`src/rtl/bus_fifo_pkg.sv`:
```
// rtl/bus_fifo_pkg.sv - shared defaults, pointer width helper and pointer type for the bus byte FIFO
package bus_fifo_pkg;

  localparam int DEFAULT_WIDTH = 8;
  localparam int DEFAULT_DEPTH = 16;

  function automatic int clog2_f(input int value);
    int r;
    r = 0;
    for (int i = 0; i < 32; i++) begin
      if ((1 << r) < value) r = r + 1;
    end
    return r;
  endfunction

  typedef logic [clog2_f(DEFAULT_DEPTH)-1:0] ptr_t;

endpackage

```
`src/rtl/bus_fifo_ram.sv`:
```
// rtl/bus_fifo_ram.sv - DEPTH x WIDTH storage, one synchronous write port, one registered read port
module bus_fifo_ram
  import bus_fifo_pkg::*;
#(
  parameter int WIDTH  = DEFAULT_WIDTH,
  parameter int DEPTH  = DEFAULT_DEPTH,
  parameter int ADDR_W = clog2_f(DEPTH)
) (
  input  logic              clk,
  input  logic              rst,
  input  logic              we,
  input  logic [ADDR_W-1:0] waddr,
  input  logic [WIDTH-1:0]  wdata,
  input  logic              re,
  input  logic [ADDR_W-1:0] raddr,
  output logic [WIDTH-1:0]  rdata
);

  logic [WIDTH-1:0] mem [DEPTH];

  // Storage is deliberately not cleared by reset; only the output register is.
  always_ff @(posedge clk) begin
    if (we) mem[waddr] <= wdata;
  end

  always_ff @(posedge clk) begin
    if (rst) begin
      rdata <= '0;
    end else if (re) begin
      rdata <= mem[raddr];
    end
  end

endmodule

```
`src/rtl/bus_fifo8.sv`:
```
// rtl/bus_fifo8.sv - 16x8 synchronous byte FIFO with registered read and one-cycle valid strobe
// Optional sticky overflow/underflow outputs are enabled by defining BUS_FIFO_ERR_EN.
module bus_fifo8
  import bus_fifo_pkg::*;
#(
  parameter int WIDTH  = DEFAULT_WIDTH,
  parameter int DEPTH  = DEFAULT_DEPTH,
  parameter int ADDR_W = clog2_f(DEPTH)
) (
  input  logic              clk,
  input  logic              rst,
  input  logic              wr_en,
  input  logic [WIDTH-1:0]  wr_data,
  input  logic              rd_en,
  output logic [WIDTH-1:0]  rd_data,
  output logic              rd_valid,
  output logic              full,
  output logic              empty,
`ifdef BUS_FIFO_ERR_EN
  output logic              ovf,
  output logic              unf,
`endif
  output logic [ADDR_W:0]   count
);

  logic [ADDR_W-1:0] wr_ptr;
  logic [ADDR_W-1:0] rd_ptr;
  logic [ADDR_W:0]   count_next;
  logic              wr_acc;
  logic              rd_acc;

  assign full   = (count == (ADDR_W+1)'(DEPTH));
  assign empty  = (count == '0);
  // A full FIFO still accepts a write when a read frees the slot in the same cycle.
  assign wr_acc = wr_en & (~full | rd_en);
  assign rd_acc = rd_en & ~empty;

  always_comb begin
    count_next = count;
    case ({wr_acc, rd_acc})
      2'b10:   count_next = count + (ADDR_W+1)'(1);
      2'b01:   count_next = count - (ADDR_W+1)'(1);
      default: count_next = count;
    endcase
  end

  always_ff @(posedge clk) begin
    if (rst) begin
      wr_ptr   <= '0;
      rd_ptr   <= '0;
      count    <= '0;
      rd_valid <= 1'b0;
    end else begin
      if (wr_acc) wr_ptr <= wr_ptr + ADDR_W'(1);
      if (rd_acc) rd_ptr <= rd_ptr + ADDR_W'(1);
      count    <= count_next;
      rd_valid <= rd_acc;
    end
  end

`ifdef BUS_FIFO_ERR_EN
  always_ff @(posedge clk) begin
    if (rst) begin
      ovf <= 1'b0;
      unf <= 1'b0;
    end else begin
      if (wr_en & full & ~rd_en) ovf <= 1'b1;
      if (rd_en & empty)         unf <= 1'b1;
    end
  end
`endif

  bus_fifo_ram #(
    .WIDTH  (WIDTH),
    .DEPTH  (DEPTH),
    .ADDR_W (ADDR_W)
  ) u_ram (
    .clk   (clk),
    .rst   (rst),
    .we    (wr_acc & ~rst),
    .waddr (wr_ptr),
    .wdata (wr_data),
    .re    (rd_acc),
    .raddr (rd_ptr),
    .rdata (rd_data)
  );

endmodule

```
`config.mk`:
```
export PLATFORM = sky130hd
export DESIGN_NAME = bus_fifo8
export DESIGN_NICKNAME = d
export VERILOG_FILES = /design/src/rtl/bus_fifo_pkg.sv /design/src/rtl/bus_fifo_ram.sv /design/src/rtl/bus_fifo8.sv
export SDC_FILE = /design/constraint.sdc
export NUM_CORES = 1
export LEC_CHECK = 0
export ABC_CLOCK_PERIOD_IN_PS = 5500
export BUFFER_PORTS_ARGS = -buffer_cell sky130_fd_sc_hd__buf_2
export CAP_MARGIN = 20
export CORE_UTILIZATION = 68
export CTS_BUF_LIST = sky130_fd_sc_hd__clkbuf_8
export DETAILED_ROUTE_END_ITERATION = 10
export MAX_ROUTING_LAYER = met4
export PLACE_DENSITY = 0.93
export SLEW_MARGIN = 25
export SYNTH_ARGS = -nofsm -noshare
export SYNTH_HDL_FRONTEND = slang
export SYNTH_SLANG_ARGS = --single-unit
```
`constraint.sdc`:
```
create_clock -name clk -period 5.5 [get_ports clk]
set_input_delay 0.275 -clock clk [delete_from_list [all_inputs] [get_ports clk]]
set_output_delay 0.275 -clock clk [all_outputs]
set_load 0.01 [all_outputs]
```
### Yosys cells after proc, flatten, opt, wreduce, memory -nomap -nowiden

Memory sizes are Yosys's and may differ from the RTL's. A register that Yosys moved wholly into a read port is not among the register bits.
Cells that the tools add are included.

| cells by class | value |
|---|---|
| add/subtract/negate cells | 4 |
| multiply operators | 0 |
| div/mod/pow operators | 0 |
| order comparisons | 0 |
| equality and inequality tests | 3 |
| shifts and indexed selects | 0 |
| mux-type cells | 3 |
| bitwise gates (word level) | 7 |
| reductions and logical operators | 2 |

Operator list:

| cell | count |
|---|---|
| $pmux W5 S2 | 1 |
| $add A4 B1 Y4 const B | 2 |
| $add A5 B1 Y5 const B | 1 |
| $eq A5 B5 Y1 const B | 1 |
| $logic_not A5 Y1 | 1 |
| $sub A5 B1 Y5 const B | 1 |
| $and A1 B1 Y1 | 3 |
| $not A1 Y1 | 3 |
| $eq A2 B1 Y1 const B | 1 |
| $eq A2 B2 Y1 const B | 1 |
| $mux W1 | 2 |
| $reduce_bool A2 Y1 | 1 |
| $or A1 B1 Y1 | 1 |

| storage, ports and cells | value |
|---|---|
| bits in registers | 14 |
| bits in latches | 0 |
| bits in writable memories | 128 |
| ROM bits | 0 |
| bits of input ports | 12 |
| output and inout port bits | 16 |
| word-level logic and storage cells | 24 |
| memories | 1 |

Memories:

| name | words | width | read ports | clocked after memory_dff | wr ports | line | RTL |
|---|---|---|---|---|---|---|---|
| u_ram.mem | 16 | 8 | 1 | 1 | 1 | bus_fifo_ram.sv:19 | `logic [WIDTH-1:0] mem [DEPTH];` |

### Logic depth before layout (Yosys ltp)

| logic depth | value |
|---|---|
| depth in word-level cells | 7 |
| mapped depth | 10 |
| gate-level depth less buffers | 9 |

### Hierarchy

From an unflattened synthesis, not the netlist that was laid out.

| second synthesis, totals | value |
|---|---|
| cells, all modules | 401 |
| area, all modules | 6,103.4 sq um |

Modules (own cells, without submodules):

| module | instances | cells each | area an instance (sq um) | seq. area each (sq um) |
|---|---|---|---|---|
| bus_fifo_ram | 1 | 316 | 5,343.9 | 4,003.8 |
| bus_fifo8 | 1 | 85 | 759.5 | 280.3 |

### Least setup slack after synthesis

Ideal clock, no wire load.

| timing path | value |
|---|---|
| path kind | register to register |
| start | register count[0] |
| end | register count[4] |
| setup time | 0.121 ns |
| arrival | 2.912 ns |
| required time | 5.379 ns |
| slack | 2.467 ns |
| stages on the path, launching flop included | 11 |
| buffers on the path | 2 |
| period minus slack after synthesis | 3.033 ns |
| cell sequence | dfxtp_1 > or4_1 > buf_6 > o21a_1 > buf_2 > ha_1 > fa_1 > a21o_1 > a21oi_1 > mux2i_1 > mux2_2 |

| between the ends | value |
|---|---|
| elaborated cells between the ends (all ways) | 13 |
| those cells by class | 2 x add/sub; 3 x eq/ne; 1 x mux; 5 x bitwise; 2 x reduce/logical |

RTL lines:

| what | line | RTL |
|---|---|---|
| start, declared | bus_fifo8.sv:23 | `output logic [ADDR_W:0] count` |
| start signal, assigned | bus_fifo8.sv:56 | `count <= count_next;` |
| $logic_not A5 Y1 (*) | bus_fifo8.sv:33 | `assign empty = (count == '0);` |
| $not A1 Y1 (*) | bus_fifo8.sv:36 | `assign rd_acc = rd_en & ~empty;` |
| $and A1 B1 Y1 (*) | bus_fifo8.sv:36 |  |
| via rd_acc | bus_fifo8.sv:30 | `logic rd_acc;` |
| $eq A2 B1 Y1 / $eq A2 B2 Y1 (equally long branches) | bus_fifo8.sv:40 | `case ({wr_acc, rd_acc})` |
| $pmux W5 S2 / $reduce_bool A2 Y1 (equally long branches) | -- |  |

Mark *: on every way through the listed nets, which the timed path passes. The rest lies on a longest branch.
A chain may end at the register's enable or synchronous reset.

### Worst setup path in the final report

| timing path | value |
|---|---|
| start | register count[0] |
| end | register count[4] |

| between the ends | value |
|---|---|
| word-level cells in the longest chain between the ends | 6 |
| elaborated cells between the ends (all ways) | 13 |
| those cells by class | 2 x add/sub; 3 x eq/ne; 1 x mux; 5 x bitwise; 2 x reduce/logical |

Ends and longest elaborated chain:

| what | line | RTL |
|---|---|---|
| $eq A5 B5 Y1 | bus_fifo8.sv:32 | `assign full = (count == (ADDR_W+1)'(DEPTH));` |
| $not A1 Y1 | bus_fifo8.sv:35 | `assign wr_acc = wr_en & (~full \| rd_en);` |
| $or A1 B1 Y1 | bus_fifo8.sv:35 |  |
| $and A1 B1 Y1 | bus_fifo8.sv:35 |  |
| $eq A2 B1 Y1 / $eq A2 B2 Y1 (equally long branches) | bus_fifo8.sv:40 |  |
| $pmux W5 S2 / $reduce_bool A2 Y1 (equally long branches) | -- |  |

Several ways; a longest one is shown, not always the timed one.

==> summary.txt <==
Route
  • DRT iter0 DRCs: 550
  • Routed len/inst: 24.6 um
  • First-pass iteration count of the detailed router: 5
  • Post-route ant nets: 0
  • Vias after detailed routing: 3512
  • Via density: about 6.6
  • Final wirelength: approximately 13000 um
  • Drc violations: 0

Power and ir drop
  • Peak supply drop: 243 uV
  • P per Cell Area: 410 nW/um2
  • Lkg Pwr: 2.17 nW
  • Clock share of power: 34.5%
  • Part of the power in registers: 49.7%
  • Logic pwr share: between 10% and 20%
  • Internal: 1.99 mW
  • P_sw: 743 uW
  • Switch share: 27.2%

Placement
  • Pre-CTS setup slack: 2.07 ns
  • Gp weighted congestion: 0.921
  • HPWL after DPL: 7780 um
  • Post-DP Area: a little over 6000 um2
  • PortBufs: 27

Setup path
  • CP Cell Sequence: or4_1 -> o21a_1 -> ha_1 -> fa_1 -> a21o_1 -> a21oi_1 -> mux2i_1 -> mux2_2
  • Crit Path Class: flip-flop to flip-flop
  • CP Launch Type: flip-flop
  • Worst r2r path cells: 8
  • Reg2reg start: count[0]
  • CP max-delay cell: or4_1
  • Register-to-register setup slack: 2.02 ns
  • CP max FO: 20
  • Crit-path max cell delay: 0.72 ns
  • CP required: 5.83 ns
  • Worst setup EP type: flip-flop
  • WP buf/inv: 0
  • RR Endpoint: count[4]
  • Critical Path AT: 3.81 ns
  • Number of cells on the critical path: 8
  • CP top delay family: adder cells

STA
  • Tcrit/Tclk final: 63.2%
  • Max-slew violations: 0
  • Worst Tran Pin Value: about 0.9 ns
  • Slew headroom: 39.5%
  • Total negative slack: 0 ns
  • Final hold vios: 0
  • Unrepaired setup endpoints after global routing: false
  • Min cycle time layout: 3.48 ns
  • PnR worst setup slack: roughly 2.0 ns
  • Clock Skews: 0.00884 ns
  • Setup violators final: 0
  • FMAX: 0.288 GHz

Yosys
  • Area contributors post-synth: edfxtp_1 (64%), mux2i_1 (11%), dfxtp_1 (7.3%)
  • Ys flop type: edfxtp_1
  • Synth cell types: 38
  • Post-synthesis instance total: a little under 400
  • Seq/Total Area, Yosys: a little under three quarters
  • Mean Syn Cell Area: 15.6 um2
  • Yosys warnings: 0
  • Register bit total from synthesis: 150
  • Syn nets: 409
  • Most numerous cell in the Yosys netlist: edfxtp_1
  • Yosys top cell by area: edfxtp_1
  • Top-area cell type share of the netlist area: 63.7%
  • Ys async rst share: 0%
  • Synth top cells by count: edfxtp_1 (128), mux2i_1 (67), nor2_1 (40)
  • EDFF count, synth: 128
  • Cell Area, Synth: 6030 um2

Hold path
  • Min-Delay Endpoint: u_ram.mem[7][4]
  • Hold Path Depth: 1
  • Worst hold start: wr_data[4]
  • Min-Delay Path Class: primary input to flip-flop

Global routing
  • Vias in the first global route: approximately 3.4k
  • First-pass GRT wire length: 19400 um
  • GRT overflow: 0
  • Largest net degree at the start of global routing: 67
  • Initial antenna violation count: 0
  • Overall Global Routing Usage: between 30% and 40%

Floorplanning
  • Core area: roughly 8400 um2
  • Die height: 96.2 um
  • Initial Utilization: between 70 and 80%
  • Width of the die: ~96 um
  • Die area: 9250 um2
  • # IOs: 28
  • Row Count: 33

Clock tree
  • Hold_buf cts: 0
  • Clock transition at path regs: 0.08 ns
  • Cts repair resizes: 0
  • Clock Sinks: 150
  • CTS tree: built
  • CTS buffer count: 17
  • # Post-CTS Setup Buffers: 0
  • Clk_lat worst skew: 0.44 ns
  • Root Buffer: clkbuf_8
  • Clock buffer depth: 2
  • H-tree levels: 4

Job
  • Max Cap Violations: 0

Outcome
  • Outcome: finished clean

Cells and area
  • Fin area: 6670 um2
  • Area growth from synthesis to layout: 10.5%
  • Final nets: approximately 430
  • Share of cells above drive strength 1: 15.3%
  • Ant diodes: 0
-- area by class of cell --
class	instances	area, um2
clock buffer	17	234
clock inverter	14	209
inverter	4	15.0
multi-input combinational	211	1630
tap	105	131
fill	455	1720
sequential	150	4290
timing repair buffer	28	163
-- layer usage --
metal | track usage (%) | up-vias | routed length, um | share of wire [%]
met4 | 11.9 | 0 | 284 | 2.2
met1 | 39.1 | 1724 | 5060 | 39
met5 | - | - | 0 | 0
li1 | - | 1542 | - | -
met2 | 51.1 | 217 | 6570 | 50
met3 | 8.77 | 29 | 1100 | 8.4
-- metrics by stage --
stage / instances / hold WS, ns / utilization, % / total power [mW]
detailed placement: 497 / 0.497 / 73.9 / 1.80
finish: 529 / 0.238 / 79.5 / 2.73
global route: 529 / 0.222 / 79.5 / 2.81
CTS: 528 / 0.218 / 79.2 / 2.72
floorplan: 387 / 0.374 / - / 1.67
global placement: 497 / 0.500 / 73.9 / 1.76
-- power by group through the flow --
stage / sequential [mW] / clock (mW) / combinational [mW]
2_1_floorplan: 1.38 / 0 / 0.290
3_3_place_gp: 1.37 / 0 / 0.389
3_5_place_dp: 1.38 / 0 / 0.415
4_1_cts: 1.36 / 0.944 / 0.426
5_1_grt: 1.36 / 0.986 / 0.464
6_report: 1.36 / 0.942 / 0.433
-- layout by cell type, fill, tap and decap left out, drive strengths merged --
cell and count:
o21a 1, edfxtp 128, or4 1, nor4 8, buf 28, nand4 1, nand2b 1, o22ai 32
mux2 2, a21oi 4, nand3 1, ha 9, dfxtp 22, nand2 7, nand3b 4, or3b 3
and3 1, o311ai 1, a21o 2, clkinv 5, clkbuf 17, inv 6, o31ai 1, or3 2
xnor2 3, fa 1, a211oi 8, nor2 40, o211ai 2, mux2i 67, xor2 5, o31a 1
bufinv 5, nor2b 3, clkinvlp 2
-- kinds of logic (layout without fill, tap and decap cells) --
kind of cell	after synthesis	after routing	share of synthesized area, %
compound gates	52	52	6.20
xor+xnor	8	8	1.16
fa+ha+maj	10	10	2.20
buf+inv	26	63	2.03
flops	150	150	71.0
mux	69	69	11.6
simple gates	72	72	5.83
-- worst register-to-register path, delay by kind of cell, from the launching register on --
family | cells | cell delay [ns]
fa+ha+maj | 2 | 0.86
flops | 1 | 0.37
mux | 2 | 0.57
compound gates | 3 | 0.83
simple gates | 1 | 0.72
-- state kept, by name, indices dropped and copies added, names as in the netlist --
signal / flops
rd_ptr: 4
u_ram.mem: 128
wr_ptr: 4
u_ram.rdata: 8
count: 5
rd_valid: 1
-- worst max path at each step --
stage,end,from,slack [ns]
2_1_floorplan,count[4],count[0],2.47
3_3_place_gp,count[4],count[0],2.20
3_5_place_dp,count[4],count[0],2.07
4_1_cts,count[4],count[0],2.05
5_1_grt,count[4],count[0],1.89
6_report,count[4],count[0],2.02
No activity file was read; power rests on OpenSTA's default activity.
